$ cat config.mk
export PLATFORM = sky130hd
export DESIGN_NAME = alu_arbiter_flat
export DESIGN_NICKNAME = d
export VERILOG_FILES = /design/src/rtl/alu_arbiter_if.sv /design/src/rtl/alu_arbiter.sv /design/src/flat_wrapper.sv
export SDC_FILE = /design/constraint.sdc
export NUM_CORES = 1
export LEC_CHECK = 0
export CORE_ASPECT_RATIO = 1.1
export CORE_MARGIN = 2
export CORE_UTILIZATION = 43
export CTS_BUF_LIST = sky130_fd_sc_hd__clkbuf_16
export DETAILED_ROUTE_END_ITERATION = 10
export GPL_TIMING_DRIVEN = 0
export PLACE_DENSITY = 0.81
export SETUP_SLACK_MARGIN = 0.02
export SLEW_MARGIN = 10
export SYNTH_ARGS = -nofsm -noshare
export SYNTH_HDL_FRONTEND = slang
export SYNTH_SLANG_ARGS = --single-unit
$ cat constraint.sdc
create_clock -name CLK -period 2.15 [get_ports CLK]
set_input_delay 0.43 -clock CLK [delete_from_list [all_inputs] [get_ports CLK]]
set_output_delay 0.43 -clock CLK [all_outputs]
set_load 0.005 [all_outputs]
$ cat src/rtl/alu_arbiter_if.sv
// ============================================================================
//  Module      : alu_arbiter_if
//  Description : Requester-side bus of the two-port ALU arbiter.
//  Revision    : 1.0  initial release
// ============================================================================
`default_nettype none

interface alu_arbiter_if;
    logic [1:0]  req;
    logic [1:0]  lock;
    logic [21:0] cmd0;
    logic [21:0] cmd1;
    logic [1:0]  ack;
    logic [7:0]  result;
    logic [3:0]  flags;
    logic        owner;
    logic        busy;

    modport master (
        output req, lock, cmd0, cmd1,
        input  ack, result, flags, owner, busy
    );

    modport slave (
        input  req, lock, cmd0, cmd1,
        output ack, result, flags, owner, busy
    );
endinterface

`default_nettype wire

$ cat src/rtl/alu_arbiter.sv
// ============================================================================
//  Module      : alu_arbiter
//  Description : Round-robin arbiter with bounded lock sharing one 8-bit ALU
//                between two requesters; IDLE -> EXEC -> RESP per operation.
//  Revision    : 1.0  initial release
// ============================================================================
`default_nettype none

module alu_arbiter #(
    parameter int unsigned LOCK_MAX = 4
) (
    input  wire logic       CLK,
    input  wire logic       Reset,
    alu_arbiter_if.slave    bus,
    output logic [7:0]      ALU_arg_0,
    output logic [7:0]      ALU_arg_1,
    output logic [2:0]      ALU_op_code,
    output logic [1:0]      Data_op_code,
    output logic            Data_signifier,
    output logic            SC_IN,
    input  wire logic [7:0] ALU_out,
    input  wire logic       ZERO,
    input  wire logic       BEVEN,
    input  wire logic       PARITY,
    input  wire logic       EQUAL
);

    localparam logic [3:0] c_LOCK_MAX = 4'(LOCK_MAX);

    typedef enum logic [1:0] {
        S_IDLE = 2'd0,
        S_EXEC = 2'd1,
        S_RESP = 2'd2
    } state_t;

    state_t      state_q, state_d;
    logic [21:0] cmd_q, cmd_d;
    logic        owner_q, owner_d;
    logic        rr_q, rr_d;
    logic [3:0]  cnt_q, cnt_d;
    logic        last_lock_q, last_lock_d;
    logic [7:0]  result_q, result_d;
    logic [3:0]  flags_q, flags_d;

    logic        w_own_req;
    logic        w_oth_req;
    logic        w_cont;
    logic        w_sat;
    logic        w_rr_win;
    logic        w_win;
    logic [3:0]  w_cnt_next;
    logic        w_exec;

    // Owner keeps the ALU while its lock streak is below the bound, or past
    // the bound as long as nobody else is waiting.
    assign w_own_req  = bus.req[owner_q];
    assign w_oth_req  = bus.req[~owner_q];
    assign w_cont     = last_lock_q && w_own_req && (cnt_q < c_LOCK_MAX);
    assign w_sat      = last_lock_q && (cnt_q == c_LOCK_MAX) && w_own_req && !w_oth_req;
    assign w_rr_win   = bus.req[rr_q] ? rr_q : ~rr_q;
    assign w_win      = (w_cont || w_sat) ? owner_q : w_rr_win;
    assign w_cnt_next = w_cont ? (cnt_q + 4'd1) : (w_sat ? cnt_q : 4'd1);

    always_ff @(posedge CLK or posedge Reset) begin
        if (Reset) begin
            state_q     <= S_IDLE;
            cmd_q       <= '0;
            owner_q     <= 1'b0;
            rr_q        <= 1'b0;
            cnt_q       <= '0;
            last_lock_q <= 1'b0;
            result_q    <= '0;
            flags_q     <= '0;
        end else begin
            state_q     <= state_d;
            cmd_q       <= cmd_d;
            owner_q     <= owner_d;
            rr_q        <= rr_d;
            cnt_q       <= cnt_d;
            last_lock_q <= last_lock_d;
            result_q    <= result_d;
            flags_q     <= flags_d;
        end
    end

    always_comb begin
        state_d     = state_q;
        cmd_d       = cmd_q;
        owner_d     = owner_q;
        rr_d        = rr_q;
        cnt_d       = cnt_q;
        last_lock_d = last_lock_q;
        result_d    = result_q;
        flags_d     = flags_q;
        case (state_q)
            S_IDLE: begin
                if (|bus.req) begin
                    state_d     = S_EXEC;
                    cmd_d       = w_win ? bus.cmd1 : bus.cmd0;
                    owner_d     = w_win;
                    rr_d        = ~w_win;
                    cnt_d       = w_cnt_next;
                    last_lock_d = bus.lock[w_win];
                end
            end
            S_EXEC: begin
                result_d = ALU_out;
                flags_d  = {ZERO, BEVEN, PARITY, EQUAL};
                state_d  = S_RESP;
            end
            S_RESP: begin
                // req is deliberately not sampled here; a held stale request
                // is only reconsidered from IDLE.
                state_d = S_IDLE;
            end
            default: begin
                state_d = S_IDLE;
            end
        endcase
    end

    assign w_exec = (state_q == S_EXEC);

    assign Data_signifier = w_exec ? cmd_q[21]    : 1'b0;
    assign Data_op_code   = w_exec ? cmd_q[20:19] : 2'b00;
    assign ALU_op_code    = w_exec ? cmd_q[18:16] : 3'b000;
    assign ALU_arg_0      = w_exec ? cmd_q[15:8]  : 8'h00;
    assign ALU_arg_1      = w_exec ? cmd_q[7:0]   : 8'h00;
    assign SC_IN          = 1'b0;

    assign bus.ack    = (state_q == S_RESP) ? (owner_q ? 2'b10 : 2'b01) : 2'b00;
    assign bus.busy   = (state_q != S_IDLE);
    assign bus.owner  = owner_q;
    assign bus.result = result_q;
    assign bus.flags  = flags_q;

endmodule

`default_nettype wire

$ cat src/flat_wrapper.sv
// flat-port wrapper written by rule: the top's interface ports become plain ports
module alu_arbiter_flat 
#(
    parameter int unsigned LOCK_MAX = 4
)
  (CLK, Reset, ALU_arg_0, ALU_arg_1, ALU_op_code, Data_op_code, Data_signifier, SC_IN, ALU_out, ZERO, BEVEN, PARITY, EQUAL, bus_req, bus_lock, bus_cmd0, bus_cmd1, bus_ack, bus_result, bus_flags, bus_owner, bus_busy);
  alu_arbiter_if bus_i ();
  input  wire logic CLK;
  input  wire logic Reset;
  output logic [7:0] ALU_arg_0;
  output logic [7:0] ALU_arg_1;
  output logic [2:0] ALU_op_code;
  output logic [1:0] Data_op_code;
  output logic Data_signifier;
  output logic SC_IN;
  input  wire logic [7:0] ALU_out;
  input  wire logic ZERO;
  input  wire logic BEVEN;
  input  wire logic PARITY;
  input  wire logic EQUAL;
  input wire logic [$bits(bus_i.req)-1:0] bus_req;
  input wire logic [$bits(bus_i.lock)-1:0] bus_lock;
  input wire logic [$bits(bus_i.cmd0)-1:0] bus_cmd0;
  input wire logic [$bits(bus_i.cmd1)-1:0] bus_cmd1;
  output wire logic [$bits(bus_i.ack)-1:0] bus_ack;
  output wire logic [$bits(bus_i.result)-1:0] bus_result;
  output wire logic [$bits(bus_i.flags)-1:0] bus_flags;
  output wire logic [$bits(bus_i.owner)-1:0] bus_owner;
  output wire logic [$bits(bus_i.busy)-1:0] bus_busy;
  assign bus_i.req = bus_req;
  assign bus_i.lock = bus_lock;
  assign bus_i.cmd0 = bus_cmd0;
  assign bus_i.cmd1 = bus_cmd1;
  assign bus_ack = bus_i.ack;
  assign bus_result = bus_i.result;
  assign bus_flags = bus_i.flags;
  assign bus_owner = bus_i.owner;
  assign bus_busy = bus_i.busy;
  alu_arbiter #(.LOCK_MAX(LOCK_MAX)) u_core (.CLK(CLK), .Reset(Reset), .bus(bus_i), .ALU_arg_0(ALU_arg_0), .ALU_arg_1(ALU_arg_1), .ALU_op_code(ALU_op_code), .Data_op_code(Data_op_code), .Data_signifier(Data_signifier), .SC_IN(SC_IN), .ALU_out(ALU_out), .ZERO(ZERO), .BEVEN(BEVEN), .PARITY(PARITY), .EQUAL(EQUAL));
endmodule
Yosys cells after proc, flatten, opt, wreduce, memory -nomap -nowiden
Index checks and enable logic that the tools add are counted.
Storage, ports and cells
  input port bits: 62
  register bits after elaboration: 43
  logic and storage cells: 56
  output and inout port bits: 39
Cells by class
  equal/unequal tests: 5
  bitwise operators: 3
  mux-type cells: 22
  reductions and logical operators: 12
  $add $sub $neg: 1
  $lt $le $gt $ge: 5
Operator list (number)
  2-to-1 mux 22 bit: 1
  2-to-1 mux 8 bit: 2
  2-to-1 mux 1 bit: 11
  < comparator 1 x 2 -> 1 bit, second input constant: 4
  2-to-1 mux 2 bit: 4
  2-to-1 mux 4 bit: 2
  logical AND 1 bit: 5
  adder 4 x 1 -> 4 bit, second input constant: 1
  equality test 4 x 3 -> 1 bit, second input constant: 1
  < comparator 4 x 3 -> 1 bit, second input constant: 1
  inequality test 2 x 1 -> 1 bit, second input constant: 2
  case mux 2 bit (2 select lines): 1
  2-to-1 mux 3 bit: 1
  NOT 1 bit: 3
  AND reduction 3 bit: 1
  equality test 2 x 1 -> 1 bit, second input constant: 1
  equality test 2 bit, second input constant: 1
  logical NOT 2 bit: 1
  AND reduction 2 bit: 1
  nonzero test 2 bit: 1
  OR reduction 2 bit: 1
  logical NOT 1 bit: 1
  logical OR 1 bit: 1

Logic depth before layout (Yosys ltp)
Gate-level depths: netlist of the first run.
  word-level depth: 9
  mapped depth: 8
  gate-level depth less buffers: 6

Worst setup path before layout of the first run
No wires, ideal clock.
  path kind: register to register
  start: reg with a tool-made name
  end: reg u_core.cmd_q[10]
  setup time: 0.128 ns
  data arrival time: 1.669 ns
  path slack: 0.353 ns
  stages on the path, launching flop included: 7
  clock period less this slack: 1.797 ns
  path buffers: 2
  required time: 2.022 ns
  path through: dfrtp_1 mux2_2 o2111a_1 buf_6 mux2_4 buf_6 a2bb2oi_1
RTL lines
  to (signal assigned): line alu_arbiter.sv:76  | cmd_q <= cmd_d;
  to (decl): line alu_arbiter.sv:37  | logic [21:0] cmd_q, cmd_d;

Final worst setup path of the first run
  start: reg u_core.state_q[0]
  end: out ALU_arg_0[2]
Between the ends
  word-level cells in the longest chain between the ends: 2
RTL lines
  from (decl): line alu_arbiter.sv:36  | state_t state_q, state_d;
  from (signal assigned): line alu_arbiter.sv:75  | state_q <= state_d;
  equality test 2 x 1 -> 1 bit: line alu_arbiter.sv:122  | assign w_exec = (state_q == S_EXEC);
  2-to-1 mux 8 bit: line alu_arbiter.sv:127  | assign ALU_arg_0 = w_exec ? cmd_q[15:8] : 8'h00;
  to (decl): line flat_wrapper.sv:10  | output logic [7:0] ALU_arg_0;
No other way between the ends.

==> impl_metrics.sql, run 1 <==
INSERT INTO impl_metrics (metric_group, metric, value, unit) VALUES
('clock_network', 'cts_max_level', '2', ''),
('sta', 'final.min_clock_period', '2.090', 'ns'),
('global_route', 'largest_net_degree_at_the_start_of_global_routing', '28', ''),
('synthesis', 'syn_avg_cell_area', '11.30', 'µm²'),
('layout', 'layout_cell_share_with_drive_strength_beyond_1', '0.1688', ''),
('placed_design', 'postPlaceCellArea', '3456', 'µm²'),
('setup_path', 'worstPathArrival', '1.66', 'ns'),
('setup_path', 'worstSetupEndpointType', 'output pin', ''),
('clock_network', 'clk_root_buffer_cell', 'clkbuf_16', ''),
('clock_network', 'clk_transition_reported_paths', '0.06', 'ns'),
('global_route', 'global_route.overflow_total', '0', ''),
('layout', 'postLayoutCellArea', '3702', 'µm²'),
('sta', 'final.setup_skew', '0.004815', 'ns'),
('route', 'avgRoutedWirePerCell', '17.85', 'µm'),
('power_and_ir_drop', 'power.total', '5.290', 'mW'),
('synthesis', 'synth_fp_nets', '272', ''),
('placed_design', 'dp.cells', '383', ''),
('layout', 'finish.net_count', '383', ''),
('placed_design', 'post-dp-hpwl', '4935', 'µm'),
('synthesis', 'syn-cell-area', '2351', 'µm²'),
('global_route', 'global_route_wire_length_before_repair', '11150', 'µm'),
('power_and_ir_drop', 'static-leakage-power', '1.570', 'nW'),
('synthesis', 'yosysWarningCount', '0', ''),
('floorplan', 'design.portCount', '101', ''),
('placed_design', 'dp_worst_setup_slack', '-0.3691', 'ns'),
('sta', 'timing_max_transition_violations_final', '0', ''),
('sta', 'tightestPinTransition', '0.5163', 'ns'),
('placed_design', 'port_buffers', '99', ''),
('power_and_ir_drop', 'power_per_cell_area', '1429', 'nW/µm²'),
('floorplan', 'core-area', '5325', 'µm²'),
('synthesis', 'netlist.top_cell.by_area', 'dfrtp_1', ''),
('layout', 'fillCellCount', '413', ''),
('synthesis', 'synth_area_leaders', 'dfrtp_1, o221ai_1, a2bb2oi_1', ''),
('floorplan', 'row_count', '28', ''),
('layout', 'finish.cell_count_without_fillers', '395', ''),
('placed_design', 'finalWeightedCongestion', '0.7765', ''),
('route', 'iteration_count_of_the_initial_detailed_routing_pass', '4', ''),
('floorplan', 'start_util', '0.4415', ''),
('route', 'route.antenna.remaining_nets', '0', ''),
('layout', 'seq_area', '1077', 'µm²'),
('setup_path', 'crit_type', 'reg -> out', ''),
('setup_path', 'startpoint_type', 'flip-flop', ''),
('global_route', 'number_of_global_route_vias_before_repair', '2235', ''),
('min_path', 'min_path_type', 'in -> async', ''),
('sta', 'grt_setup_unrepaired', 'no', ''),
('sta', 'final.period_utilization', '0.9720', ''),
('sta', 'setup-violations-final', '0', ''),
('sta', 'timing.final.ws_setup', '0.06010', 'ns'),
('power_and_ir_drop', 'vdd.ir_drop.worst', '0.6712', 'mV'),
('synthesis', 'synthFlopType', 'dfrtp_1', ''),
('clock_network', 'clock_insertion_delay_worst_skew', '0.29', 'ns'),
('synthesis', 'synth.yosys.seq_area_share', '0.4577', ''),
('global_route', 'grt_util_all_layers', '0.2426', ''),
('synthesis', 'async_set_or_reset_flop_fraction_in_the_synthesized_netlist', '1.000', ''),
('route', 'route.final.wire_length', '7052', 'µm'),
('setup_path', 'crit_fanout', '10', ''),
('sta', 'setup_total_negative_slack', '0', 'ns'),
('layout', 'antenna_cells', '0', ''),
('clock_network', 'tritoncts_num_sinks', '43', ''),
('layout', 'layout-area-overhead-vs-synth', '57.48', '%'),
('synthesis', 'yosysUniqueCellTypes', '33', ''),
('floorplan', 'chip_width', '74.50', 'µm'),
('run', 'maxCapViolations', '0', ''),
('setup_path', 'timing.critical_path.required', '1.72', 'ns'),
('floorplan', 'die-area', '6075', 'µm²'),
('floorplan', 'die_h', '81.55', 'µm'),
('clock_network', 'cts_tree', 'built', ''),
('synthesis', 'synth_top_cell_area_share', '0.4577', ''),
('sta', 'fmax', '478.5', 'MHz'),
('layout', 'multi_input_area', '1154', 'µm²'),
('synthesis', 'synth_seq_cells', '43', ''),
('outcome', 'outcome', 'complete, no violations', ''),
('sta', 'timing_hold_violations_final', '0', ''),
('sta', 'worst_slew_margin_rel', '0.6558', ''),
('clock_network', 'cts-buffers-inserted', '5', ''),
('synthesis', 'post_synth_inst_count', '208', ''),
('route', 'vias', '2290', ''),
('route', 'via_per_inst', '5.797', ''),
('synthesis', 'synth_enable_flop_cells', '0', ''),
('route', 'drcViolationCount', '0', ''),
('route', 'dr.first_iter.drc_count', '93', ''),
('clock_network', 'cts_max_path_buffers', '2', ''),
('global_route', 'number_of_antenna_violations_at_the_first_check_in_global_routing', '0', '');
## cell usage in the layout, fill, tap and decap left out, types with 3 or more instances in the layout
cell type        count
dfrtp_1             42
clkbuf_2             7
inv_1                6
nand3_1              4
dlygate4sd2_1       19
mux2_2              13
buf_4                5
o21ai_0              3
and2_1              23
buf_6                3
clkbuf_16            8
a2bb2oi_1           20
buf_2                4
o221ai_1            46
clkdlybuf4s15_1      3
nand2_1              3
clkdlybuf4s50_1     75
## routing by layer
metal  wire length (µm)  up-vias  track usage
li1                   -     1052            -
met1               2822     1136       0.3089
met2               3668       85       0.4159
met3                371       17      0.04172
met4                191        0      0.08036
met5                  0        -            0
## cell usage after synthesis, types with 2 or more instances
| master | instances |
|---|---|
| clkbuf_1 | 13 |
| buf_2 | 4 |
| buf_6 | 3 |
| nand2_1 | 3 |
| a2bb2oi_1 | 20 |
| nor2b_1 | 2 |
| o21ai_0 | 3 |
| dfrtp_1 | 43 |
| nand2b_1 | 2 |
| mux2i_1 | 2 |
| o221ai_1 | 46 |
| ha_1 | 2 |
| mux2_2 | 13 |
| a2bb2oi_2 | 2 |
| and2_1 | 23 |
| inv_1 | 6 |
| nor3b_1 | 2 |
| nand3_1 | 4 |
## area by class of cell
cell class,count,share of cell area
clock buffer,5,0.03380
sequential,43,0.2910
multi-input combinational,137,0.3116
clock inverter,3,0.003042
timing repair buffer,104,0.2761
tap,75,0.02535
buffer,21,0.05204
inverter,7,0.007097
## flip-flops by register name, indices dropped and copies added, names as in the netlist, named ones only
register,flops
u_core.rr_q,1
u_core.cmd_q,22
u_core.bus.flags,4
u_core.bus.result,8
u_core.last_lock_q,1
u_core.state_q,2
u_core.cnt_q,4
## path summary, 6_finish.rpt
path | from | endpoint | slack, ns | cells after the start
setup / recovery | u_core.state_q[0]$_DFFE_PP0P_ | ALU_arg_0[2] | 0.06 | 6
max in group asynchronous | Reset | asynchronous set/reset pin | 1.21 | 3
hold reg to reg | u_core.bus.result[2]$_DFFE_PP0N_ | u_core.bus.result[2]$_DFFE_PP0N_ | 0.50 | 1
min in group CLK | u_core.bus.result[2]$_DFFE_PP0N_ | u_core.bus.result[2]$_DFFE_PP0N_ | 0.50 | 1
setup reg to reg | u_core.cnt_q[0]$_DFFE_PP0P_ | u_core.cmd_q[1]$_DFFE_PP0P_ | 0.22 | 8
hold / removal | Reset | u_core.bus.result[7]$_DFFE_PP0N_ | 0.45 | 2
## stage by stage
stage / hold slack [ns] / utilization
2_1_floorplan: 0.4542 / -
3_3_place_gp: 0.4740 / 0.6452
3_5_place_dp: 0.4813 / 0.6490
4_1_cts: 0.4658 / 0.6896
5_1_grt: 0.4805 / 0.6953
6_report: 0.4542 / 0.6953
## what timing repair did
action / in CTS / in global routing
cloned: 0 / 0
hold buffers: 0 / 0
gates resized for setup: 39 / 21
setup endpoints to repair: 32 / 28
setup buffers: 4 / 0
pin swaps: 0 / 0
## power by group
part           switching, mW  internal, mW  total (mW)  leakage, nW
clock                  0.303         0.418       0.721       0.0701
combinational           1.35          1.71        3.06        0.994
sequential             0.274          1.23        1.51        0.506
## kinds of logic after synthesis
group	after synthesis	synth area share
compound gates	78	0.2943
fa+ha+maj	2	0.01064
buf+inv	28	0.05801
flops	43	0.4577
mux	16	0.07717
other cells	1	0.001595
simple gates	40	0.1006
## worst max-delay path, cell delays in order, from the launching register on
cell	delay, ns
dfrtp_1	0.37
nor2b_2	0.15
clkbuf_8	0.14
buf_4	0.14
clkbuf_16	0.15
and2_1	0.16
dlygate4sd2_1	0.26
(Power assumes the default switching activity.)
==> run 2: changes to the inputs <==
--- a/config.mk
+++ b/config.mk
@@ -6,7 +6,6 @@
 export NUM_CORES = 1
 export LEC_CHECK = 0
 export CORE_ASPECT_RATIO = 1.1
-export CORE_MARGIN = 2
 export CORE_UTILIZATION = 43
 export CTS_BUF_LIST = sky130_fd_sc_hd__clkbuf_16
 export DETAILED_ROUTE_END_ITERATION = 10
==> run 2 against run 1 <==
Net effect:
- register-to-register slack gained 0.03 ns
- non-clock buffer count increased by 4
- utilization is 3.9 points higher
- fmax up 0.21%
- critical path depth unchanged
- largest power group unchanged
==> impl_metrics.sql, run 2 (synthesized netlist as in run 1, its figures left out) <==
INSERT INTO impl_metrics (metric_group, metric, value, unit) VALUES
('route', 'dr.first_iter.drc_count', '122', ''),
('layout', 'seq_area', '1077', 'µm²'),
('layout', 'antenna_cells', '0', ''),
('route', 'via_per_inst', '5.750', ''),
('setup_path', 'startpoint_type', 'flip-flop', ''),
('route', 'iteration_count_of_the_initial_detailed_routing_pass', '4', ''),
('placed_design', 'dp.cells', '380', ''),
('clock_network', 'clock_insertion_delay_worst_skew', '0.29', 'ns'),
('route', 'vias', '2277', ''),
('floorplan', 'chip_width', '72.50', 'µm'),
('power_and_ir_drop', 'static-leakage-power', '1.784', 'nW'),
('floorplan', 'row_count', '27', ''),
('clock_network', 'number_of_hold_buffers_added_after_cts', '0', ''),
('layout', 'layout-area-overhead-vs-synth', '60.46', '%'),
('global_route', 'global_route.overflow_total', '0', ''),
('global_route', 'number_of_antenna_violations_at_the_first_check_in_global_routing', '0', ''),
('clock_network', 'cts_tree', 'built', ''),
('clock_network', 'cts_max_level', '2', ''),
('placed_design', 'finalWeightedCongestion', '0.7780', ''),
('layout', 'finish.net_count', '387', ''),
('setup_path', 'worstSetupEndpointType', 'output pin', ''),
('layout', 'layout_common_cells', 'clkdlybuf4s50_1, o221ai_1, dfrtp_1', ''),
('sta', 'timing_max_transition_violations_final', '0', ''),
('layout', 'largest_register_ffs', '22', ''),
('power_and_ir_drop', 'power_per_cell_area', '1414', 'nW/µm²'),
('global_route', 'grt_util_all_layers', '0.2493', ''),
('sta', 'grt_setup_unrepaired', 'no', ''),
('setup_path', 'worstPathArrival', '1.66', 'ns'),
('layout', 'finish.cell_count_without_fillers', '396', ''),
('layout', 'registers.top_by_ff_count', 'u_core.cmd_q', ''),
('min_path', 'min_path_type', 'in -> async', ''),
('layout', 'fillCellCount', '397', ''),
('floorplan', 'die-area', '5767', 'µm²'),
('route', 'drcViolationCount', '0', ''),
('global_route', 'number_of_global_route_vias_before_repair', '2262', ''),
('floorplan', 'start_util', '0.4578', ''),
('sta', 'final.period_utilization', '0.9700', ''),
('layout', 'layout_cell_share_with_drive_strength_beyond_1', '0.1821', ''),
('run', 'maxCapViolations', '0', ''),
('power_and_ir_drop', 'power.total', '5.333', 'mW'),
('setup_path', 'crit_fanout', '10', ''),
('sta', 'fmax', '479.5', 'MHz'),
('clock_network', 'tritoncts_num_sinks', '43', ''),
('sta', 'final.min_clock_period', '2.086', 'ns'),
('clock_network', 'clk_root_buffer_cell', 'clkbuf_16', ''),
('sta', 'timing_hold_violations_final', '0', ''),
('sta', 'setup-violations-final', '0', ''),
('layout', 'layout_commonest_cell', 'clkdlybuf4s50_1', ''),
('clock_network', 'clk_transition_reported_paths', '0.06', 'ns'),
('setup_path', 'timing.critical_path.required', '1.72', 'ns'),
('global_route', 'global_route_wire_length_before_repair', '10880', 'µm'),
('floorplan', 'design.portCount', '101', ''),
('route', 'avgRoutedWirePerCell', '17.05', 'µm'),
('layout', 'multi_input_area', '1161', 'µm²'),
('floorplan', 'core-area', '5135', 'µm²'),
('placed_design', 'port_buffers', '99', ''),
('route', 'route.antenna.remaining_nets', '0', ''),
('power_and_ir_drop', 'vdd.ir_drop.worst', '0.7134', 'mV'),
('sta', 'final.setup_skew', '0.001581', 'ns'),
('setup_path', 'crit_type', 'reg -> out', ''),
('outcome', 'outcome', 'complete, no violations', ''),
('clock_network', 'cts-buffers-inserted', '5', ''),
('floorplan', 'die_h', '79.55', 'µm'),
('global_route', 'largest_net_degree_at_the_start_of_global_routing', '30', ''),
('route', 'route.final.wire_length', '6750', 'µm'),
('clock_network', 'cts_max_path_buffers', '2', ''),
('placed_design', 'post-dp-hpwl', '4621', 'µm');
==> run 2: layout make-up <==
class / count / area share
Buffer: 21 / 0.04577
Clock buffer: 5 / 0.03317
Clock inverter: 3 / 0.002985
Inverter: 7 / 0.006965
Multi-Input combinational cell: 137 / 0.3078
Sequential cell: 43 / 0.2856
Tap cell: 72 / 0.02388
Timing Repair Buffer: 108 / 0.2939
==> run 2: worst paths after layout <==
kind	startpoint	to	slack [ns]	cells after the start
hold reg to reg	u_core.cnt_q[3]$_DFFE_PP0P_	u_core.cnt_q[3]$_DFFE_PP0P_	0.49	1
setup / recovery	u_core.state_q[0]$_DFFE_PP0P_	ALU_arg_0[7]	0.06	6
hold / removal	Reset	u_core.bus.result[1]$_DFFE_PP0N_	0.43	2
setup reg to reg	u_core.cnt_q[0]$_DFFE_PP0P_	u_core.cmd_q[17]$_DFFE_PP0P_	0.25	8
min in group CLK	u_core.cnt_q[3]$_DFFE_PP0P_	u_core.cnt_q[3]$_DFFE_PP0P_	0.49	1
max in group asynchronous	Reset	u_core.cmd_q[1]$_DFFE_PP0P_	1.26	3
==> run 2: power by group <==
part           leakage (nW)  internal [mW]  total, mW  switching [mW]
sequential            0.506           1.23       1.50           0.263
combinational          1.21           1.78       3.13            1.35
clock                0.0701          0.417      0.706           0.289
==> run 2: per-stage QoR <==
stage	utilization	TNS, ns	setup WS (ns)	hold WS (ns)	area (µm²)
global placement	0.6684	-18.59	-0.3514	0.4698	3432
detailed placement	0.6723	-10.02	-0.3437	0.4714	3452
CTS	0.7122	-0.1925	-0.02564	0.4445	3657
floorplan	-	0	0.3533	0.4542	2351
finish	0.7346	0	0.06444	0.4314	3772
global route	0.7346	0	0.02066	0.4810	3772
==> run 2: worst max-delay path: stages, from the launching register on <==
cell	delay, ns
dfrtp_1	0.39
nor2b_4	0.13
clkbuf_8	0.14
buf_4	0.13
clkbuf_16	0.15
and2_1	0.16
dlygate4sd2_1	0.26
==> run 2: timing repair <==
action | CTS | global route
setup endpoints to repair | 29 | 41
buffers inserted | 3 | 5
gates resized for setup | 19 | 39
cloned | 0 | 0
==> run 2: metal layers <==
metal / routed length [µm] / global-route usage
met1: 2737 / 0.3140
met2: 3461 / 0.4206
met3: 483 / 0.05429
met4: 68 / 0.08431
met5: 0 / 0
